**src/rtl/riscv_pkg.sv**
```systemverilog
// ============================================================================
// Module      : riscv_pkg
// Description : Shared constants for the data-memory access controller:
//               FSM state encoding, funct3 size codes, legality helper.
// Revision    : 1.0 - initial release
// ============================================================================
`default_nettype none

package riscv_pkg;

    localparam int unsigned TIMEOUT_CYCLES_DEFAULT = 16;

    localparam logic [1:0] ST_IDLE = 2'd0;
    localparam logic [1:0] ST_REQ  = 2'd1;
    localparam logic [1:0] ST_DONE = 2'd2;
    localparam logic [1:0] ST_ERR  = 2'd3;

    localparam logic [2:0] F3_LB  = 3'b000;
    localparam logic [2:0] F3_LH  = 3'b001;
    localparam logic [2:0] F3_LW  = 3'b010;
    localparam logic [2:0] F3_LBU = 3'b100;
    localparam logic [2:0] F3_LHU = 3'b101;
    localparam logic [2:0] F3_SB  = 3'b000;
    localparam logic [2:0] F3_SH  = 3'b001;
    localparam logic [2:0] F3_SW  = 3'b010;

    // Size legality and natural alignment folded into one check.
    function automatic logic access_legal(input logic       is_store,
                                          input logic [2:0] f3,
                                          input logic [1:0] lo);
        logic ok;
        if (is_store) begin
            ok = (f3 == F3_SB)
              || ((f3 == F3_SH) && !lo[0])
              || ((f3 == F3_SW) && (lo == 2'b00));
        end else begin
            ok = (f3 == F3_LB) || (f3 == F3_LBU)
              || (((f3 == F3_LH) || (f3 == F3_LHU)) && !lo[0])
              || ((f3 == F3_LW) && (lo == 2'b00));
        end
        return ok;
    endfunction

endpackage

`default_nettype wire

```
**src/rtl/load_extend.sv**
```systemverilog
// ============================================================================
// Module      : load_extend
// Description : Selects the addressed byte/halfword lane of a read word and
//               sign- or zero-extends it according to funct3.
// Revision    : 1.0 - initial release
// ============================================================================
`default_nettype none

module load_extend (
    input  logic [31:0] rdata_i,
    input  logic [1:0]  offset_i,
    input  logic [2:0]  funct3_i,
    output logic [31:0] data_o
);
    import riscv_pkg::*;

    logic [31:0] w_shifted;

    assign w_shifted = rdata_i >> {offset_i, 3'b000};

    always_comb begin
        data_o = w_shifted;
        case (funct3_i)
            F3_LB:   data_o = {{24{w_shifted[7]}}, w_shifted[7:0]};
            F3_LH:   data_o = {{16{w_shifted[15]}}, w_shifted[15:0]};
            F3_LBU:  data_o = {24'h000000, w_shifted[7:0]};
            F3_LHU:  data_o = {16'h0000, w_shifted[15:0]};
            default: data_o = w_shifted;
        endcase
    end

endmodule

`default_nettype wire

```
**src/rtl/mem_access_ctrl.sv**
```systemverilog
// ============================================================================
// Module      : mem_access_ctrl
// Description : Load/store unit front end: checks size/alignment, stalls the
//               pipeline, issues one data-memory request and returns the
//               aligned load result. Optional ack watchdog: DMEM_TIMEOUT_EN.
// Revision    : 1.0 - initial release
// ============================================================================
`default_nettype none

module mem_access_ctrl
    import riscv_pkg::*;
#(
    parameter int unsigned TIMEOUT_CYCLES = TIMEOUT_CYCLES_DEFAULT
) (
    input  logic        clk,
    input  logic        rst,
    input  logic        mem_read,
    input  logic        mem_write,
    input  logic [2:0]  funct3,
    input  logic [31:0] addr,
    input  logic [31:0] wdata,
    output logic        stall,
    output logic [31:0] load_data,
    output logic        load_valid,
    output logic        access_err,
    output logic        bus_error,
    output logic        dmem_req,
    output logic        dmem_we,
    output logic [31:0] dmem_addr,
    output logic [31:0] dmem_wdata,
    output logic [3:0]  dmem_be,
    input  logic        dmem_ack,
    input  logic [31:0] dmem_rdata
);

    if (TIMEOUT_CYCLES < 1) begin : g_bad_timeout
        $error("TIMEOUT_CYCLES must be at least 1");
    end

    logic [1:0]  state_q, state_d;
    logic [31:0] addr_q;
    logic [1:0]  off_q;
    logic        we_q;
    logic [31:0] wdata_q;
    logic [3:0]  be_q;
    logic [2:0]  funct3_q;
    logic [31:0] load_data_q;

    logic        w_access;
    logic        w_is_store;
    logic        w_legal;
    logic        w_start;
    logic        w_bad;
    logic [3:0]  w_be;
    logic [31:0] w_wdata;
    logic [31:0] w_ext;
    logic        w_timeout;

    // A simultaneous read+write request is handled as a store.
    assign w_is_store = mem_write;
    assign w_access   = (state_q == ST_IDLE) && (mem_read || mem_write);
    assign w_legal    = access_legal(w_is_store, funct3, addr[1:0]);
    assign w_start    = w_access && w_legal;
    assign w_bad      = w_access && !w_legal;

    always_comb begin
        w_be    = 4'b1111;
        w_wdata = wdata;
        if (w_is_store) begin
            case (funct3[1:0])
                2'b00: begin
                    w_be    = 4'b0001 << addr[1:0];
                    w_wdata = {4{wdata[7:0]}};
                end
                2'b01: begin
                    w_be    = 4'b0011 << addr[1:0];
                    w_wdata = {2{wdata[15:0]}};
                end
                default: begin
                    w_be    = 4'b1111;
                    w_wdata = wdata;
                end
            endcase
        end
    end

`ifdef DMEM_TIMEOUT_EN
    localparam int CNT_W = $clog2(TIMEOUT_CYCLES + 1);

    logic [CNT_W-1:0] cnt_q;

    always_ff @(posedge clk) begin
        if (rst) begin
            cnt_q <= '0;
        end else if (w_start) begin
            cnt_q <= '0;
        end else if (state_q == ST_REQ) begin
            cnt_q <= cnt_q + 1'b1;
        end
    end

    assign w_timeout = (cnt_q == CNT_W'(TIMEOUT_CYCLES - 1));
`else
    assign w_timeout = 1'b0;
`endif

    always_ff @(posedge clk) begin
        if (rst) begin
            state_q <= ST_IDLE;
        end else begin
            state_q <= state_d;
        end
    end

    always_comb begin
        state_d = state_q;
        case (state_q)
            ST_IDLE: if (w_start) state_d = ST_REQ;
            ST_REQ: begin
                if (dmem_ack) begin
                    state_d = ST_DONE;
                end else if (w_timeout) begin
                    state_d = ST_ERR;
                end
            end
            ST_DONE: state_d = ST_IDLE;
            ST_ERR:  state_d = ST_IDLE;
            default: state_d = ST_IDLE;
        endcase
    end

    always_comb begin
        stall      = 1'b0;
        dmem_req   = 1'b0;
        load_valid = 1'b0;
        access_err = 1'b0;
        bus_error  = 1'b0;
        case (state_q)
            ST_IDLE: begin
                stall      = w_start;
                access_err = w_bad;
            end
            ST_REQ: begin
                stall    = 1'b1;
                dmem_req = 1'b1;
            end
            ST_DONE: load_valid = !we_q;
`ifdef DMEM_TIMEOUT_EN
            ST_ERR:  bus_error = 1'b1;
`else
            ST_ERR:  bus_error = 1'b0;
`endif
            default: stall = 1'b0;
        endcase
    end

    // Request fields stay frozen from capture until the next accepted access.
    always_ff @(posedge clk) begin
        if (rst) begin
            addr_q   <= '0;
            off_q    <= '0;
            we_q     <= 1'b0;
            wdata_q  <= '0;
            be_q     <= '0;
            funct3_q <= '0;
        end else if (w_start) begin
            addr_q   <= {addr[31:2], 2'b00};
            off_q    <= addr[1:0];
            we_q     <= w_is_store;
            wdata_q  <= w_wdata;
            be_q     <= w_be;
            funct3_q <= funct3;
        end
    end

    load_extend u_load_extend (
        .rdata_i  (dmem_rdata),
        .offset_i (off_q),
        .funct3_i (funct3_q),
        .data_o   (w_ext)
    );

    always_ff @(posedge clk) begin
        if (rst) begin
            load_data_q <= '0;
        end else if ((state_q == ST_REQ) && dmem_ack && !we_q) begin
            load_data_q <= w_ext;
        end
    end

    assign load_data  = load_data_q;
    assign dmem_we    = we_q;
    assign dmem_addr  = addr_q;
    assign dmem_wdata = wdata_q;
    assign dmem_be    = be_q;

endmodule

`default_nettype wire

```
**config.mk**
```make
export PLATFORM = sky130hd
export DESIGN_NAME = mem_access_ctrl
export DESIGN_NICKNAME = d
export VERILOG_FILES = /design/src/rtl/riscv_pkg.sv /design/src/rtl/load_extend.sv /design/src/rtl/mem_access_ctrl.sv
export SDC_FILE = /design/constraint.sdc
export NUM_CORES = 1
export LEC_CHECK = 0
export ABC_AREA = 1
export CAP_MARGIN = 20
export CORE_MARGIN = 2
export CORE_UTILIZATION = 41
export DETAILED_ROUTE_END_ITERATION = 8
export GPL_ROUTABILITY_DRIVEN = 1
export PLACE_DENSITY = 0.78
export SKIP_CTS_REPAIR_TIMING = 1
export SYNTH_ARGS = -nofsm -noshare
export SYNTH_HDL_FRONTEND = slang
export SYNTH_HIERARCHICAL = 1
export SYNTH_SLANG_ARGS = --single-unit
```
**constraint.sdc**
```tcl
create_clock -name clk -period 1.5 [get_ports clk]
set_input_delay 0.375 -clock clk [delete_from_list [all_inputs] [get_ports clk]]
set_output_delay 0.375 -clock clk [all_outputs]
set_load 0.005 [all_outputs]
```
==> results.cfg, run 1 <==
[status]
status = complete, but fails checks
violations = setup timing

[synthesis]
synthDistinctLibCells = 30
synthTopCellsByCount = nand2_1 (219), nor2_1 (172), dfxtp_1 (106)
synth_area_leaders = dfxtp_1 (37%), nand2_1 (14%), nor2_1 (11%), a21oi_1 (5.4%), nand3b_1 (5.3%)
synthCells = 856
ys_ff_latch = 106
ys.flop_type = dfxtp_1
synth_edf_count = 0
synth_top_area_share_pct = 37.18
syn_avg_cell_area_sq_um = 6.668
ys_seq_area_share_pct = 37.18
synthesis.area_sq_um = 5708
synthArstFlopShare_pct = 0
ys.warnings.count = 6
post-synth-top-area-cell = dfxtp_1
post-synth-top-count-cell = nand2_1

[drt]
first_iter_violations = 398
routedWlPerCell_microns = 14.16
dr.pass1.iters = 5
detail-route-antenna-nets = 0
routed_wl_microns = 17730
drc = 0
vias_per_cell = 4.968
route.vias.total = 6220

[clock_tree]
clk_pin_slew_worst_paths_ns = 0.07
clock_path_buffers = 2
root_buffer = clkbuf_16
numCtsBuffers = 9
cts-htree-levels = 3
insertion_delay_ns = 0.36
cts_num_sinks = 106
cts_tree = built

[power_and_ir_drop]
p_per_area_nw_per_um2 = 889.8
p_switching_mw = 2.425
p_int_mw = 5.566
swShare_pct = 30.35
report.power.total_mw = 7.992
sequentialPowerShare_pct = 39.7
irDropWorstVdd_uv = 520.9
power.leakage_nw = 5.571
pwr-share-comb_pct = 29.1
clockPowerShare_pct = 31.2

[setup_path]
cp-end-kind = output pin
critPathKind = reg2out
arrival_ns = 1.23
critPathTopFamily = flip-flops
cp_slowest_cell = dfxtp_2
path_cells = inv_2 -> nand2_4 -> nor2_4 -> nand2_2 -> a21oi_2 -> buf_2
cp.buffers_inverters = 2
cpPeakStageDelay_ns = 0.33
cp_max_fo = 2
required_ns = 1.12
r2r_slack_ns = 0.01
critPathLaunchType = register

[timing]
layout_setup_ws_ns = -0.1062
finalCritPeriodShare_pct = 107.1
finalSetupViolCount = 2
final.setup_skew_ns = 0.007380
rsz0062_at_grt = yes
fmax_ghz = 0.6226
worst_pin_slew_ns = 0.5330
maxSlewHeadroom_pct = 64.33
hold_viol = 0
finalMaxSlewViolations = 0
holdWs_ns = 0.4690
fin_tns_setup_ns = -0.1939
fin_crit_ns = 1.606

[die]
die_y_microns = 122.0
initial_core_util_pct = 41.61
io_pins = 210
core_area_sq_um = 13720
num_rows = 43
die_area_sq_um = 14880
die_w_microns = 122.0

[placement]
hpwl_microns = 12030
dp.cells = 1230
place_area_sq_um = 8142
dpl_worst_slack_ns = -0.8261
io_buffers = 206
gp_congestion = 0.9164

[cells_and_area]
final_core_util_pct = 65.46
fin_cells = 1252
diodes = 0
fin_nets = 1171
areaGrowthSynthToFinish_pct = 57.34
final_area_sq_um = 8981
drive_gt1_share_pct = 15.02

[grt]
grt_pass1_wl_microns = 26210
antenna_found_initial = 0
grtUsageTotal_pct = 22.17
grt_pass1_vias = 5451
grt_max_degree = 61
gr-total-overflow = 0

[flow_run]
maxCapViolations = 0

[worst_hold_path]
hold_class = reg2reg
==> registers in the layout, indices dropped and copies added, names as in the netlist <==
| signal | count |
|---|---|
| load_data | 32 |
| dmem_we | 1 |
| dmem_addr | 30 |
| state_q | 2 |
| dmem_be | 4 |
| funct3_q | 3 |
| off_q | 2 |
| dmem_wdata | 32 |
==> path summary, 6_finish.rpt <==
path	start	end	cells past startpoint
worst min-delay path	load_data[2]	load_data[2]	2
worst max register to register	state_q[0]	load_data[27]	10
worst max-delay path	state_q[1]	stall	6
worst min register to register	load_data[2]	load_data[2]	2
==> layout by cell type, fill, tap and decap left out, drive strengths merged <==
cell type,n
a21oi,62
a22oi,7
and2,1
buf,55
bufinv,1
clkbuf,15
clkdlybuf4s50,96
clkinv,4
clkinvlp,1
conb,3
dfxtp,106
dlymetal6s2s,106
inv,49
nand2,228
nand3,63
nand3b,41
nor2,176
nor3,2
nor4,1
o211ai,14
o21ai,41
==> metal layers <==
layer  track usage (%)  share of wire [%]  vias to the layer above
met4             6.466                2.1                        0
met3             7.772                9.2                       24
met1             28.34                 42                     2777
met2             35.30                 47                      261
li1                  -                  -                     3158
met5                 0                  0                        -
==> worst min-delay path: cells and delay by family, from the launching register on <==
family	cells	cell delay, ns
flops	1	0.33
simple gates	2	0.12
==> area by class of cell <==
type,count,area (sq um)
clock inverters,7,87.58
fillers,1188,4738
clock buffers,9,225.2
inverters,48,202.7
multi-input cells,639,3060
repair buffers,263,3018
well taps,180,225.2
flip-flops and latches,106,2162
==> power groups by stage <==
| stage | Sequential (mW) | Clock (mW) | Combinational, mW |
|---|---|---|---|
| CTS | 3.17 | 2.56 | 2.30 |
| floorplan | 3.23 | 0 | 1.20 |
| detailed placement | 3.23 | 0 | 2.29 |
| global placement | 3.22 | 0 | 2.27 |
| global route | 3.20 | 2.68 | 2.56 |
| finish | 3.17 | 2.49 | 2.33 |
==> cell families (layout without fill, tap and decap cells) <==
group                  after synthesis  after routing  synth area share, %
buffers and inverters              113            327                10.48
other                                1              3              0.06570
AOI/OAI and AO/OA                  124            124                11.79
and+or+nand+nor                    512            512                40.49
DFF                                106            106                37.18
No activity file was read; power rests on OpenSTA's default activity.
==> run 2, diff against run 1 <==
--- a/constraint.sdc
+++ b/constraint.sdc
@@ -3,2 +3,2 @@
 set_output_delay 0.375 -clock clk [all_outputs]
-set_load 0.005 [all_outputs]
+set_load 0.1 [all_outputs]
==> results.cfg, run 2 (synthesis gave the netlist of run 1 again) <==
[status]
status = complete, but fails checks
violations = setup timing

[timing]
finalMaxSlewViolations = 0
layout_setup_ws_ns = -0.2648
fin_crit_ns = 1.765
hold_viol = 0
final.setup_skew_ns = 0.006136
fmax_ghz = 0.5666
rsz0062_at_grt = yes
finalSetupViolCount = 36
fin_tns_setup_ns = -3.732
holdWs_ns = 0.5185
finalCritPeriodShare_pct = 117.7

[clock_tree]
clk_pin_slew_worst_paths_ns = 0.07
cts_tree = built
cts-htree-levels = 3
cts_num_sinks = 106
root_buffer = clkbuf_16
insertion_delay_ns = 0.35
numCtsBuffers = 9
clock_path_buffers = 2

[die]
die_y_microns = 122.0
die_w_microns = 122.0
initial_core_util_pct = 41.61
die_area_sq_um = 14880
num_rows = 43
io_pins = 210
core_area_sq_um = 13720

[drt]
detail-route-antenna-nets = 0
routed_wl_microns = 19370
routedWlPerCell_microns = 15.33
vias_per_cell = 5.112
first_iter_violations = 445
drc = 0
dr.pass1.iters = 7
route.vias.total = 6457

[cells_and_area]
drive_gt1_share_pct = 24.93
fin_nets = 1183
layout_common_cells = nand2_1 (218), nor2_1 (159), buf_12 (114)
diodes = 0
mostFrequentLayoutCell = nand2_1
areaGrowthSynthToFinish_pct = 74.13

[setup_path]
required_ns = 1.12
arrival_ns = 1.39
path_cells = inv_4 -> nand2_4 -> nor2_4 -> nand2_4 -> a21oi_4 -> buf_12
cp.buffers_inverters = 2
critPathLaunchType = register
critPathKind = reg2out
rr_endpoint = load_data[0]
critPathTopFamily = flip-flops
cp_num_cells = 6
crit_top_cell = nand2_4
worst-r2r-cell-count = 9
r2r_slack_ns = -0.15
cp-end-kind = output pin
reg2reg_from = state_q[0]
cp_slowest_cell = dfxtp_4
cp_max_fo = 2
cpPeakStageDelay_ns = 0.35

[worst_hold_path]
hold_class = reg2reg
min_path_cells = 2
holdPathEnd = load_data[23]
min_from = load_data[23]

[placement]
hpwl_microns = 13480
gp_congestion = 0.9377
io_buffers = 206

[power_and_ir_drop]
power.leakage_nw = 4.485
irDropWorstVdd_uv = 1016
p_per_area_nw_per_um2 = 1013

[grt]
antenna_found_initial = 0
grt_pass1_vias = 5853
grtUsageTotal_pct = 23.60
gr-total-overflow = 0
grt_pass1_wl_microns = 28010
grt_max_degree = 48

[flow_run]
maxCapViolations = 0
## run 2: area by class of cell
| cell class | count | area (sq um) |
|---|---|---|
| multi-input combinational | 640 | 3199 |
| clock buffer | 13 | 250.2 |
| sequential | 106 | 2137 |
| fill | 980 | 3780 |
| clock inverter | 2 | 15.01 |
| tap | 180 | 225.2 |
| timing repair buffer | 274 | 3905 |
| inverter | 48 | 207.7 |
## run 2: worst min-delay path: stages, from the launching register on
cell and delay [ns]:
dfxtp_1 0.34, nor2_1 0.10, nor2_1 0.04
## run 2: worst max-delay path by stage
| stage | to | slack, ns | startpoint |
|---|---|---|---|
| 2_1_floorplan | access_err | -0.58 | mem_write |
| 3_3_place_gp | stall | -0.62 | mem_write |
| 3_5_place_dp | dmem_be[2] | -0.62 | mem_write |
| 4_1_cts | stall | -0.64 | mem_write |
| 5_1_grt | stall | -0.32 | state_q[0] |
| 6_report | stall | -0.26 | state_q[0] |
## run 2: metal layers
| layer | up-vias | share of wire (%) | track usage (%) |
|---|---|---|---|
| met1 | 2914 | 37 | 26.91 |
| li1 | 3186 | - | - |
| met4 | 0 | 2.9 | 6.466 |
| met5 | - | 0 | 0 |
| met2 | 310 | 49 | 40.50 |
| met3 | 47 | 11 | 9.925 |
## run 2: stage by stage
| step | utilization [%] | setup slack, ns | instances | total power [mW] | cell area, sq um |
|---|---|---|---|---|---|
| 6_report | 72.45 | -0.2648 | 1263 | 10.07 | 9940 |
| 5_1_grt | 72.45 | -0.3240 | 1263 | 10.46 | 9940 |
| 4_1_cts | 69.07 | -0.6386 | 1244 | 9.915 | 9475 |
| 3_5_place_dp | 67.13 | -0.6195 | 1229 | 7.713 | 9210 |
| 3_3_place_gp | 67.13 | -0.6153 | 1229 | 7.657 | 9210 |
| 2_1_floorplan | - | -0.5828 | 858 | 6.061 | 5823 |
## run 2: power by group
group	internal [mW]	switching [mW]	leakage, nW	total [mW]
combinational	1.74	2.82	3.49	4.56
sequential	3.04	0.255	0.872	3.29
clock	1.17	1.05	0.122	2.22
total	5.94	4.13	4.48	10.1
